`config.mk`:
```
export PLATFORM = sky130hd
export DESIGN_NAME = mfsk_hbridge_gen
export DESIGN_NICKNAME = d
export VERILOG_FILES = /design/src/rtl/mfsk_hbridge_gen_pkg.sv /design/src/rtl/mfsk_hbridge_gen_tone.sv /design/src/rtl/mfsk_hbridge_gen.sv
export SDC_FILE = /design/constraint.sdc
export NUM_CORES = 1
export LEC_CHECK = 0
export ABC_AREA = 1
export ABC_CLOCK_PERIOD_IN_PS = 1400
export BUFFER_PORTS_ARGS = -buffer_cell sky130_fd_sc_hd__buf_2
export CORE_ASPECT_RATIO = 1.25
export CORE_MARGIN = 10
export CORE_UTILIZATION = 25
export CTS_BUF_LIST = sky130_fd_sc_hd__clkbuf_16
export DETAILED_ROUTE_END_ITERATION = 10
export REMOVE_ABC_BUFFERS = 1
export SETUP_SLACK_MARGIN = 0.05
export SYNTH_ARGS = -nofsm -noshare
export SYNTH_HDL_FRONTEND = slang
export SYNTH_SLANG_ARGS = --single-unit
```
`constraint.sdc`:
```
create_clock -name clk -period 1.4 [get_ports clk]
set_input_delay 0.14 -clock clk [delete_from_list [all_inputs] [get_ports clk]]
set_output_delay 0.14 -clock clk [all_outputs]
set_load 0.03 [all_outputs]
```
`src/rtl/mfsk_hbridge_gen_pkg.sv`:
```
// Shared definitions for the M-ary FSK H-bridge generator: FSM and bridge phase codes, byte stage type, width helper.
// Latency: none (definitions only).
// Backpressure: none (definitions only).
package mfsk_hbridge_gen_pkg;

    // Top-level sequencer states
    localparam logic [0:0] ST_IDLE = 1'b0;
    localparam logic [0:0] ST_RUN  = 1'b1;

    // Bridge phases inside one symbol
    localparam logic [1:0] PH_DEAD = 2'd0;
    localparam logic [1:0] PH_A    = 2'd1;
    localparam logic [1:0] PH_B    = 2'd2;

    // One byte stage: payload plus occupancy flag
    typedef struct packed {
        logic       full;
        logic [7:0] dat;
    } byte_stage_t;

    // Bits needed to count 0..value-1, never less than one
    function automatic int clog2(input int value);
        int w = 1;
        while ((1 << w) < value) begin
            w = w + 1;
        end
        return w;
    endfunction

endpackage

```
`src/rtl/mfsk_hbridge_gen_tone.sv`:
```
// Square-wave H-bridge driver: DEAD, A_ON, DEAD, B_ON... with fixed dead time and diagonal non-overlap.
// Latency: gates are registered; the first cycle after a start edge is always a dead cycle.
// Backpressure: none; start restarts the sequence at once, enable low forces all gates off.
module mfsk_hbridge_gen_tone
    import mfsk_hbridge_gen_pkg::*;
#(
    parameter int PH_W      = 4,
    parameter int DEAD_CLKS = 1
) (
    input  logic            clk,
    input  logic            rstn,
    input  logic [PH_W-1:0] half_period,
    input  logic            start,
    input  logic            enable,
    output logic            f1q1,
    output logic            f1q4,
    output logic            f2q2,
    output logic            f2q3
);

    // Counter reload values: cnt holds remaining cycles of the current phase minus one
    localparam logic [PH_W-1:0] DEAD_LAST = PH_W'(DEAD_CLKS - 1);
    localparam logic [PH_W-1:0] ON_SUB    = PH_W'(DEAD_CLKS + 1);

    logic [1:0]      phase_q, phase_d;
    logic            next_b_q, next_b_d;
    logic [PH_W-1:0] cnt_q, cnt_d;
    logic [PH_W-1:0] half_q, half_d;
    logic            gate_a_q, gate_b_q;

    // Phase sequencing; a single phase register makes A and B mutually exclusive by construction
    always_comb begin
        phase_d  = phase_q;
        next_b_d = next_b_q;
        cnt_d    = cnt_q;
        half_d   = half_q;
        if (!enable) begin
            phase_d  = PH_DEAD;
            next_b_d = 1'b0;
            cnt_d    = '0;
        end else if (start) begin
            phase_d  = PH_DEAD;
            next_b_d = 1'b0;
            cnt_d    = DEAD_LAST;
            half_d   = half_period;
        end else if (cnt_q != '0) begin
            cnt_d = cnt_q - 1'b1;
        end else begin
            case (phase_q)
                PH_DEAD: begin
                    phase_d = next_b_q ? PH_B : PH_A;
                    cnt_d   = half_q - ON_SUB;
                end
                PH_A: begin
                    phase_d  = PH_DEAD;
                    next_b_d = 1'b1;
                    cnt_d    = DEAD_LAST;
                end
                default: begin
                    phase_d  = PH_DEAD;
                    next_b_d = 1'b0;
                    cnt_d    = DEAD_LAST;
                end
            endcase
        end
    end

    // Phase state and registered diagonal drives
    always_ff @(posedge clk or negedge rstn) begin
        if (!rstn) begin
            phase_q  <= PH_DEAD;
            next_b_q <= 1'b0;
            cnt_q    <= '0;
            half_q   <= '0;
            gate_a_q <= 1'b0;
            gate_b_q <= 1'b0;
        end else begin
            phase_q  <= phase_d;
            next_b_q <= next_b_d;
            cnt_q    <= cnt_d;
            half_q   <= half_d;
            gate_a_q <= (phase_d == PH_A);
            gate_b_q <= (phase_d == PH_B);
        end
    end

    // Both gates of a diagonal come from one flop, so they can never disagree
    assign f1q1 = gate_a_q;
    assign f1q4 = gate_a_q;
    assign f2q2 = gate_b_q;
    assign f2q3 = gate_b_q;

endmodule

```
`src/rtl/mfsk_hbridge_gen.sv`:
```
// M-ary FSK H-bridge generator: byte in over valid/ready, MSB-first symbols out as per-symbol bridge tones.
// Latency: byte accepted at edge N starts its first symbol (sym_start) at cycle N+2; back-to-back bytes have no gap.
// Backpressure: ready = !hold_full, registered; one holding stage behind the active shift register.
module mfsk_hbridge_gen
    import mfsk_hbridge_gen_pkg::*;
#(
    parameter int BITS_PER_SYM = 1,
    parameter int SYM_CLKS     = 416666,
    parameter int BASE_HALF    = 1000,
    parameter int STEP_HALF    = 100,
    parameter int DEAD_CLKS    = 8
) (
    input  logic       clk,
    input  logic       rstn,
    input  logic [7:0] data_in,
    input  logic       valid_in,
    output logic       ready,
    input  logic       abort,
    output logic       F1Q1,
    output logic       F1Q4,
    output logic       F2Q2,
    output logic       F2Q3,
    output logic       busy,
    output logic       sym_start
);

    localparam int NUM_TONES     = 1 << BITS_PER_SYM;
    localparam int SYMS_PER_BYTE = 8 / BITS_PER_SYM;
    localparam int SYM_W         = clog2(SYM_CLKS);
    localparam int PH_W          = clog2(BASE_HALF + (NUM_TONES - 1) * STEP_HALF + 1);

    localparam logic [SYM_W-1:0] SYM_LAST = SYM_W'(SYM_CLKS - 1);
    localparam logic [2:0]       IDX_LAST = 3'(SYMS_PER_BYTE - 1);

    logic [0:0]              state_q, state_d;
    byte_stage_t             hold_q, hold_d;
    logic [7:0]              act_q, act_d;
    logic [2:0]              sym_idx_q, sym_idx_d;
    logic [SYM_W-1:0]        sym_cnt_q, sym_cnt_d;
    logic                    ready_q;
    logic                    sym_start_q;
    logic                    new_sym;
    logic [BITS_PER_SYM-1:0] sym_k;
    logic [PH_W-1:0]         half_sel;
    logic                    tone_en;

    // Sequencer: buffer transfer, symbol counting and shifting, abort flush
    always_comb begin
        state_d   = state_q;
        hold_d    = hold_q;
        act_d     = act_q;
        sym_idx_d = sym_idx_q;
        sym_cnt_d = sym_cnt_q;
        new_sym   = 1'b0;
        if (abort) begin
            // Flush everything; an offered byte in the same cycle is dropped
            state_d   = ST_IDLE;
            hold_d    = '0;
            act_d     = '0;
            sym_idx_d = '0;
            sym_cnt_d = '0;
        end else begin
            case (state_q)
                ST_IDLE: begin
                    if (hold_q.full) begin
                        act_d       = hold_q.dat;
                        hold_d.full = 1'b0;
                        sym_idx_d   = '0;
                        sym_cnt_d   = '0;
                        state_d     = ST_RUN;
                        new_sym     = 1'b1;
                    end
                end
                ST_RUN: begin
                    if (sym_cnt_q != SYM_LAST) begin
                        sym_cnt_d = sym_cnt_q + 1'b1;
                    end else begin
                        sym_cnt_d = '0;
                        if (sym_idx_q != IDX_LAST) begin
                            act_d     = act_q << BITS_PER_SYM;
                            sym_idx_d = sym_idx_q + 3'd1;
                            new_sym   = 1'b1;
                        end else if (hold_q.full) begin
                            // Seamless reload: next byte's first symbol starts on the very next cycle
                            act_d       = hold_q.dat;
                            hold_d.full = 1'b0;
                            sym_idx_d   = '0;
                            new_sym     = 1'b1;
                        end else begin
                            state_d = ST_IDLE;
                        end
                    end
                end
                default: state_d = ST_IDLE;
            endcase
            // ready is only high when HOLD is empty, so this never collides with a reload
            if (valid_in && ready_q) begin
                hold_d.full = 1'b1;
                hold_d.dat  = data_in;
            end
        end
    end

    // Tone of the symbol about to start: top bits of the (possibly freshly loaded) shift register
    always_comb begin
        sym_k    = act_d[7 -: BITS_PER_SYM];
        half_sel = PH_W'(BASE_HALF + int'(sym_k) * STEP_HALF);
        tone_en  = (state_d == ST_RUN);
    end

    // Sequencer state, buffers and registered handshake/marker outputs
    always_ff @(posedge clk or negedge rstn) begin
        if (!rstn) begin
            state_q     <= ST_IDLE;
            hold_q      <= '0;
            act_q       <= '0;
            sym_idx_q   <= '0;
            sym_cnt_q   <= '0;
            ready_q     <= 1'b1;
            sym_start_q <= 1'b0;
        end else begin
            state_q     <= state_d;
            hold_q      <= hold_d;
            act_q       <= act_d;
            sym_idx_q   <= sym_idx_d;
            sym_cnt_q   <= sym_cnt_d;
            ready_q     <= !hold_d.full;
            sym_start_q <= new_sym;
        end
    end

    assign ready     = ready_q;
    assign busy      = (state_q == ST_RUN);
    assign sym_start = sym_start_q;

    mfsk_hbridge_gen_tone #(
        .PH_W      (PH_W),
        .DEAD_CLKS (DEAD_CLKS)
    ) u_tone (
        .clk         (clk),
        .rstn        (rstn),
        .half_period (half_sel),
        .start       (new_sym),
        .enable      (tone_en),
        .f1q1        (F1Q1),
        .f1q4        (F1Q4),
        .f2q2        (F2Q2),
        .f2q3        (F2Q3)
    );

endmodule
```
==> results_dict.tcl, run 1 <==
set metrics [dict create \
    dieArea_sq_um 18900 \
    cts.clk_slew.worst_paths_ns 0.05 \
    synth.top_cell.area_share_pct 43.7 \
    synth_edf_count 0 \
    first_pass_iters 4 \
    synth_cell_type_count 37 \
    remaining_drc_errors 0 \
    power.leakage_nw 2.53 \
    switching_share_pct 30.2 \
    setup_viol 49 \
    wl_per_cell_um 13.6 \
    r2r_slack_ns -0.15 \
    drv_slew 0 \
    numCtsBuffers 9 \
    rows 47 \
    top_layer "met4" \
    comb_power_share_pct 26.6 \
    pin_count 19 \
    grt_setup_unrepaired "yes" \
    vias_per_cell 4.60 \
    clkPwrFrac_pct 40.2 \
    hold_end "hold_q[0]" \
    fillCellCount 1324 \
    crit_buf_inv 2 \
    cp_common_cell "nand2_8" \
    outcome "finished, violations left" \
    drt-met1-wl_um 4220 \
    initial_core_util_pct 25.7 \
    skew_ns 0.00826 \
    syn_area_sq_um 3440 \
    period_minus_slack_ns 1.55 \
    relSlewSlack_pct 69.7 \
    syn_inst 438 \
    utilization_pct 39.3 \
    grt_start_max_net_pins 25 \
    critPathRequiredTime_ns 1.63 \
    track_usage_pct 10.2 \
    synth_common_cells "nand2_1, dfrtp_1, nor2_1, inv_1, nand3_1" \
    worstMarginPinSlew_ns 0.455 \
    grt_antenna_before_repair 0 \
    cpPeakStageDelay_ns 0.39 \
    r2r-start "sym_cnt_q[1]" \
    wirelength_um 9860 \
    grt_pass1_vias 3466 \
    r2r_cells 10 \
    clockBufferDepth 2 \
    reg2reg_to "hold_q[8]" \
    worst_setup_path_start_kind "flop" \
    synth.ff_latch_count 61 \
    synth.most_common_cell "nand2_1" \
    clk_latency_ns 0.34 \
    hold_path_depth 3 \
    cp_top_family "simple AND/OR/NAND/NOR gates" \
    violations "setup timing" \
    hpwl_um 6590 \
    path_class "reg2reg" \
    p_switching_mw 1.75 \
    numPlacedInstances 689 \
    crit_slowest_cell "dfrtp_1" \
    grt-ovfl-total 0 \
    place_area_sq_um 4250 \
    final_cells 725 \
    syn_avg_cell_area_sq_um 7.84 \
    hold_viol 0 \
    hp-class "in2reg" \
    crit_chain "inv_2, ha_4, nand4_1, nor2_2, nand2_4, nand2_8, buf_12, nand2_8, nand2_2, a21oi_2" \
    critPathArrivalTime_ns 1.77 \
    cts_max_level 3 \
    stdcell_area_sq_um 5240 \
    tritoncts "yes" \
    setup.worst_path.end_class "flop" \
    power.internal_mw 4.05 \
    wl_met2_um 5090 \
    tns_ns -4.54 \
    critPathMaxFanout 8 \
    antenna_left 0 \
    core_area_sq_um 13300 \
    chipWidth_um 125 \
    wl_met3_um 293 \
    drive_gt1_share_pct 43.9 \
    yosys_warnings 0 \
    port_buffers 18 \
    fmax_mhz 647 \
    power_density_nw_per_um2 1110 \
    hp-start "data_in[0]" \
    ir_worst_vdd_mv 0.592 \
    cts_root_buf "clkbuf_16" \
    cts_sinks 61 \
    fin_nets 569 \
    drt-initial-drc-count 167 \
    yosys_most_used_dff "dfrtp_1" \
    syn_to_final_growth_pct 52.6 \
    period_share_pct 110 \
    vias 3336 \
    seqPwrFrac_pct 33.2 \
    async_flop_share_pct 100 \
    grt_pass1_wl_um 15900 \
    post-synth-top-area-cell "dfrtp_1" \
    antenna_cells 0 \
    synth_top_cells_by_area "dfrtp_1, nand2_1, nor2_1" \
    maxCapViolations 0 \
    ys_seq_area_share_pct 44.5 \
    gp_congestion 0.852 \
    dp_slack_ns -0.186 \
    die_h_um 151 \
    setup_ws_ns -0.146 \
]
[through the flow]
step / power, mW / hold WS [ns]
6_report: 5.79 / 0.00324
5_1_grt: 6.08 / 0.0124
4_1_cts: 5.58 / 0.00168
3_5_place_dp: 3.06 / 0.120
3_3_place_gp: 3.04 / 0.119
2_1_floorplan: 2.59 / -0.156
[metal layers]
metal	track usage, %	vias up
li1	-	1653
met1	11.6	1614
met2	17.8	52
met3	2.13	17
met4	4.84	0
met5	0	-
[sequential cells by signal, summed over array words and instances (netlist names)]
name / cells
u_tone.half_q: 3
u_tone.phase_q: 2
busy: 1
u_tone.f2q2: 1
hold_q: 9
sym_cnt_q: 19
ready: 1
act_q: 8
sym_start: 1
u_tone.cnt_q: 11
sym_idx_q: 3
u_tone.f1q1: 1
u_tone.next_b_q: 1
[worst register-to-register path: stages, from the launching register on]
cell and delay [ns]:
dfrtp_1 0.39, inv_2 0.09, ha_4 0.13, nand4_1 0.10, nor2_2 0.21, nand2_4 0.11, nand2_8 0.14, buf_12 0.13
nand2_8 0.05, nand2_2 0.06, a21oi_2 0.04
[worst max-delay path by stage]
stage                  from       endpoint  cells after the start
6_report       sym_cnt_q[1]      hold_q[8]                     10
5_1_grt        sym_cnt_q[1]       act_q[4]                      9
4_1_cts        sym_cnt_q[1]       act_q[3]                      9
3_5_place_dp   sym_idx_q[0]       act_q[3]                     10
3_3_place_gp   sym_idx_q[0]       act_q[5]                      9
2_1_floorplan          busy  sym_cnt_q[18]                      7
[layout by cell type (no fill, tap or decap), drive strengths merged]
master,n
dfstp,1
a211oi,2
buf,104
bufinv,2
or2,1
dlygate4sd3,5
clkinvlp,2
nand2,98
nand3b,1
nand3,36
a21oi,19
o21bai,1
nor3,8
xnor2,3
nand4,17
clkinv,3
nor3b,1
dfrtp,60
xor2,12
ha,8
nor2,58
o21ai,39
a31oi,3
o22ai,3
clkbuf,9
inv,58
[cell type report]
cell class / count / area [sq um] / area share (%)
Timing Repair inverter: 1 / 7.51 / 0.143
Clock inverter: 7 / 82.6 / 1.57
Clock buffer: 9 / 225 / 4.29
Tap cell: 171 / 214 / 4.08
Inverter: 57 / 239 / 4.56
Timing Repair Buffer: 109 / 881 / 16.8
Sequential cell: 61 / 1530 / 29.2
Multi-Input combinational cell: 310 / 2060 / 39.3
[power groups by stage]
stage          combinational, mW  sequential (mW)  clock (mW)
2_1_floorplan              0.616             1.97           0
3_3_place_gp                1.09             1.94           0
3_5_place_dp                1.11             1.95           0
4_1_cts                     1.30             1.92        2.36
5_1_grt                     1.71             1.93        2.44
6_report                    1.54             1.92        2.33
[repair_timing]
action                                  in CTS  in global routing
pin swaps                                   23                 22
endpoints found under the hold margin       18                  0
endpoints found under the setup margin      51                 53
resized for setup                           56                 90
gates cloned                                 1                  0
buffers inserted                             7                  8
hold buffers                                 5                  0
[logic make-up (layout without fill, tap and decap cells)]
logic type / count (synthesis) / in the layout / share of synthesized area [%]
buffers and inverters: 67 / 183 / 8.08
adders and majority gates: 8 / 8 / 2.91
DFF: 61 / 61 / 44.5
and+or+nand+nor: 220 / 220 / 29.9
AOI/OAI and AO/OA: 67 / 67 / 10.9
xor gates and xnor gates: 15 / 15 / 3.82
(Power assumes the default switching activity.)
==> run 2, diff against run 1 <==
--- a/config.mk
+++ b/config.mk
@@ -6,13 +6,13 @@
 export NUM_CORES = 1
 export LEC_CHECK = 0
 export ABC_AREA = 1
-export ABC_CLOCK_PERIOD_IN_PS = 1400
 export BUFFER_PORTS_ARGS = -buffer_cell sky130_fd_sc_hd__buf_2
 export CORE_ASPECT_RATIO = 1.25
 export CORE_MARGIN = 10
 export CORE_UTILIZATION = 25
 export CTS_BUF_LIST = sky130_fd_sc_hd__clkbuf_16
 export DETAILED_ROUTE_END_ITERATION = 10
+export HOLD_SLACK_MARGIN = 0.12
 export REMOVE_ABC_BUFFERS = 1
 export SETUP_SLACK_MARGIN = 0.05
 export SYNTH_ARGS = -nofsm -noshare
==> constraint.sdc (replaced) <==
create_clock -name clk -period 1.4 [get_ports clk]
set_input_delay 0.07 -clock clk [delete_from_list [all_inputs] [get_ports clk]]
set_output_delay 0.07 -clock clk [all_outputs]
set_load 0.03 [all_outputs]
==> run 2 against run 1 <==
Against the previous run:
- the flow still finishes with violations (setup timing)
- clock power hardly changed
- register-to-register slack hardly changed
- first-iteration DRC count is 3.6% lower
- largest power group unchanged
==> results_dict.tcl, run 2 (synthesis results as in run 1) <==
set metrics [dict create \
    outcome "finished, violations left" \
    violations "setup timing" \
    gp_congestion 0.852 \
    ir_worst_vdd_mv 0.594 \
    drv_slew 0 \
    final_common_cell "nand2_1" \
    fin_nets 575 \
    pin_count 19 \
    reg_top3 "sym_cnt_q: 19 flops, u_tone.cnt_q: 11 flops, hold_q: 9 flops" \
    wl_per_cell_um 13.5 \
    layout_common_cells "nand2_1, buf_4, dfrtp_1" \
    crit_buf_inv 2 \
    remaining_drc_errors 0 \
    grt_start_max_net_pins 25 \
    track_usage_pct 10.2 \
    antenna_left 0 \
    clk_latency_ns 0.34 \
    port_buffers 18 \
    cpPeakStageDelay_ns 0.39 \
    path_class "reg2reg" \
    wirelength_um 9880 \
    cts_max_level 3 \
    tritoncts "yes" \
    critPathRequiredTime_ns 1.66 \
    worst_setup_path_start_kind "flop" \
    antenna_cells 0 \
    hold_viol 0 \
    setup_ws_ns -0.150 \
    grt_pass1_vias 3487 \
    core_area_sq_um 13300 \
    setup.worst_path.end_class "flop" \
    die_h_um 151 \
    power.leakage_nw 2.55 \
    hp-class "in2async" \
    period_minus_slack_ns 1.55 \
    initial_core_util_pct 25.7 \
    hold_slack_ns 0.226 \
    cp_top_family "simple AND/OR/NAND/NOR gates" \
    setup_viol 49 \
    grt_pass1_wl_um 16000 \
    period_share_pct 111 \
    regMostFlops "sym_cnt_q" \
    fillCellCount 1317 \
    skew_ns 0.00852 \
    place_area_sq_um 4250 \
    relSlewSlack_pct 69.7 \
    critPathMaxFanout 8 \
    critPathArrivalTime_ns 1.81 \
    grt-ovfl-total 0 \
    cts.clk_slew.worst_paths_ns 0.06 \
    first_pass_iters 4 \
    syn_to_final_growth_pct 54.4 \
    cts_root_buf "clkbuf_16" \
    grt_antenna_before_repair 0 \
    drive_gt1_share_pct 43.4 \
    rows 47 \
    vias 3341 \
    cts_sinks 61 \
    maxCapViolations 0 \
    crit_chain "inv_2, ha_4, nand4_1, nor2_2, nand2_4, nand2_8, buf_12, nand2_8, a31oi_1" \
    drt-initial-drc-count 161 \
    worstMarginPinSlew_ns 0.455 \
    chipWidth_um 125 \
    largest_register_ffs 19 \
    cp_common_cell "nand2_8" \
    fmax_mhz 645 \
    hpwl_um 6590 \
    stdcell_area_sq_um 5300 \
    power_density_nw_per_um2 1100 \
    numCtsBuffers 9 \
    dieArea_sq_um 18900 \
    grt_setup_unrepaired "yes" \
    vias_per_cell 4.57 \
    crit_slowest_cell "dfrtp_1" \
    clockBufferDepth 2 \
]
[run 2: changes by cell type in the layout (fill, tap and decap cells not counted), sizes merged]
cell,before,now
dlygate4sd3,5,11
[run 2: final timing paths]
check | cells after the start | to | slack (ns) | from
max | 9 | ready | -0.15 | sym_cnt_q[1]
min | 2 | u_tone.cnt_q[7] | 0.23 | rstn
min in group clk | 4 | hold_q[0] | 0.46 | data_in[0]
min reg2reg | 2 | hold_q[3] | 0.51 | hold_q[3]
max in group asynchronous | 3 | ready | 0.61 | rstn
max reg2reg | 9 | ready | -0.15 | sym_cnt_q[1]
[run 2: cell type report]
type                            count  area [sq um]  area share, %
Timing Repair Buffer              115           941           17.7
Tap cell                          171           214           4.03
Clock inverter                      7          82.6           1.56
Sequential cell                    61          1530           28.9
Timing Repair inverter              1          7.51          0.142
Clock buffer                        9           225           4.25
Multi-Input combinational cell    310          2060           38.9
Inverter                           57           239           4.51
[run 2: layer usage]
layer	share of wire (%)	track usage, %	wire [um]
met1	43	11.7	4230
met2	52	17.9	5100
met3	3.0	2.06	294
met4	2.6	4.84	256
met5	0	0	0
[run 2: stage by stage]
step                      power (mW)  instances  util (%)  TNS, ns  setup WS (ns)
after floorplan                 2.59        428         -    -2.75         -0.248
after global routing            6.09        731      39.7    -9.49         -0.277
after global placement          3.04        689      31.9    -2.61         -0.188
after CTS                       5.59        723      36.7    -2.42         -0.111
final                           5.81        731      39.7    -4.49         -0.150
after detailed placement        3.06        689      31.9    -3.61         -0.186
[run 2: what timing repair did]
item / CTS / global route
hold endpoints to repair: 69 / 0
buffers inserted: 7 / 8
pin swaps: 23 / 22
setup endpoints to repair: 51 / 53
hold buffers: 11 / 0
cloned: 1 / 0
gates resized for setup: 56 / 90
[run 2: report_power, final]
group / switching [mW] / leakage (nW) / internal, mW
sequential: 0.0632 / 0.820 / 1.86
clock: 0.798 / 0.153 / 1.53
combinational: 0.890 / 1.58 / 0.664
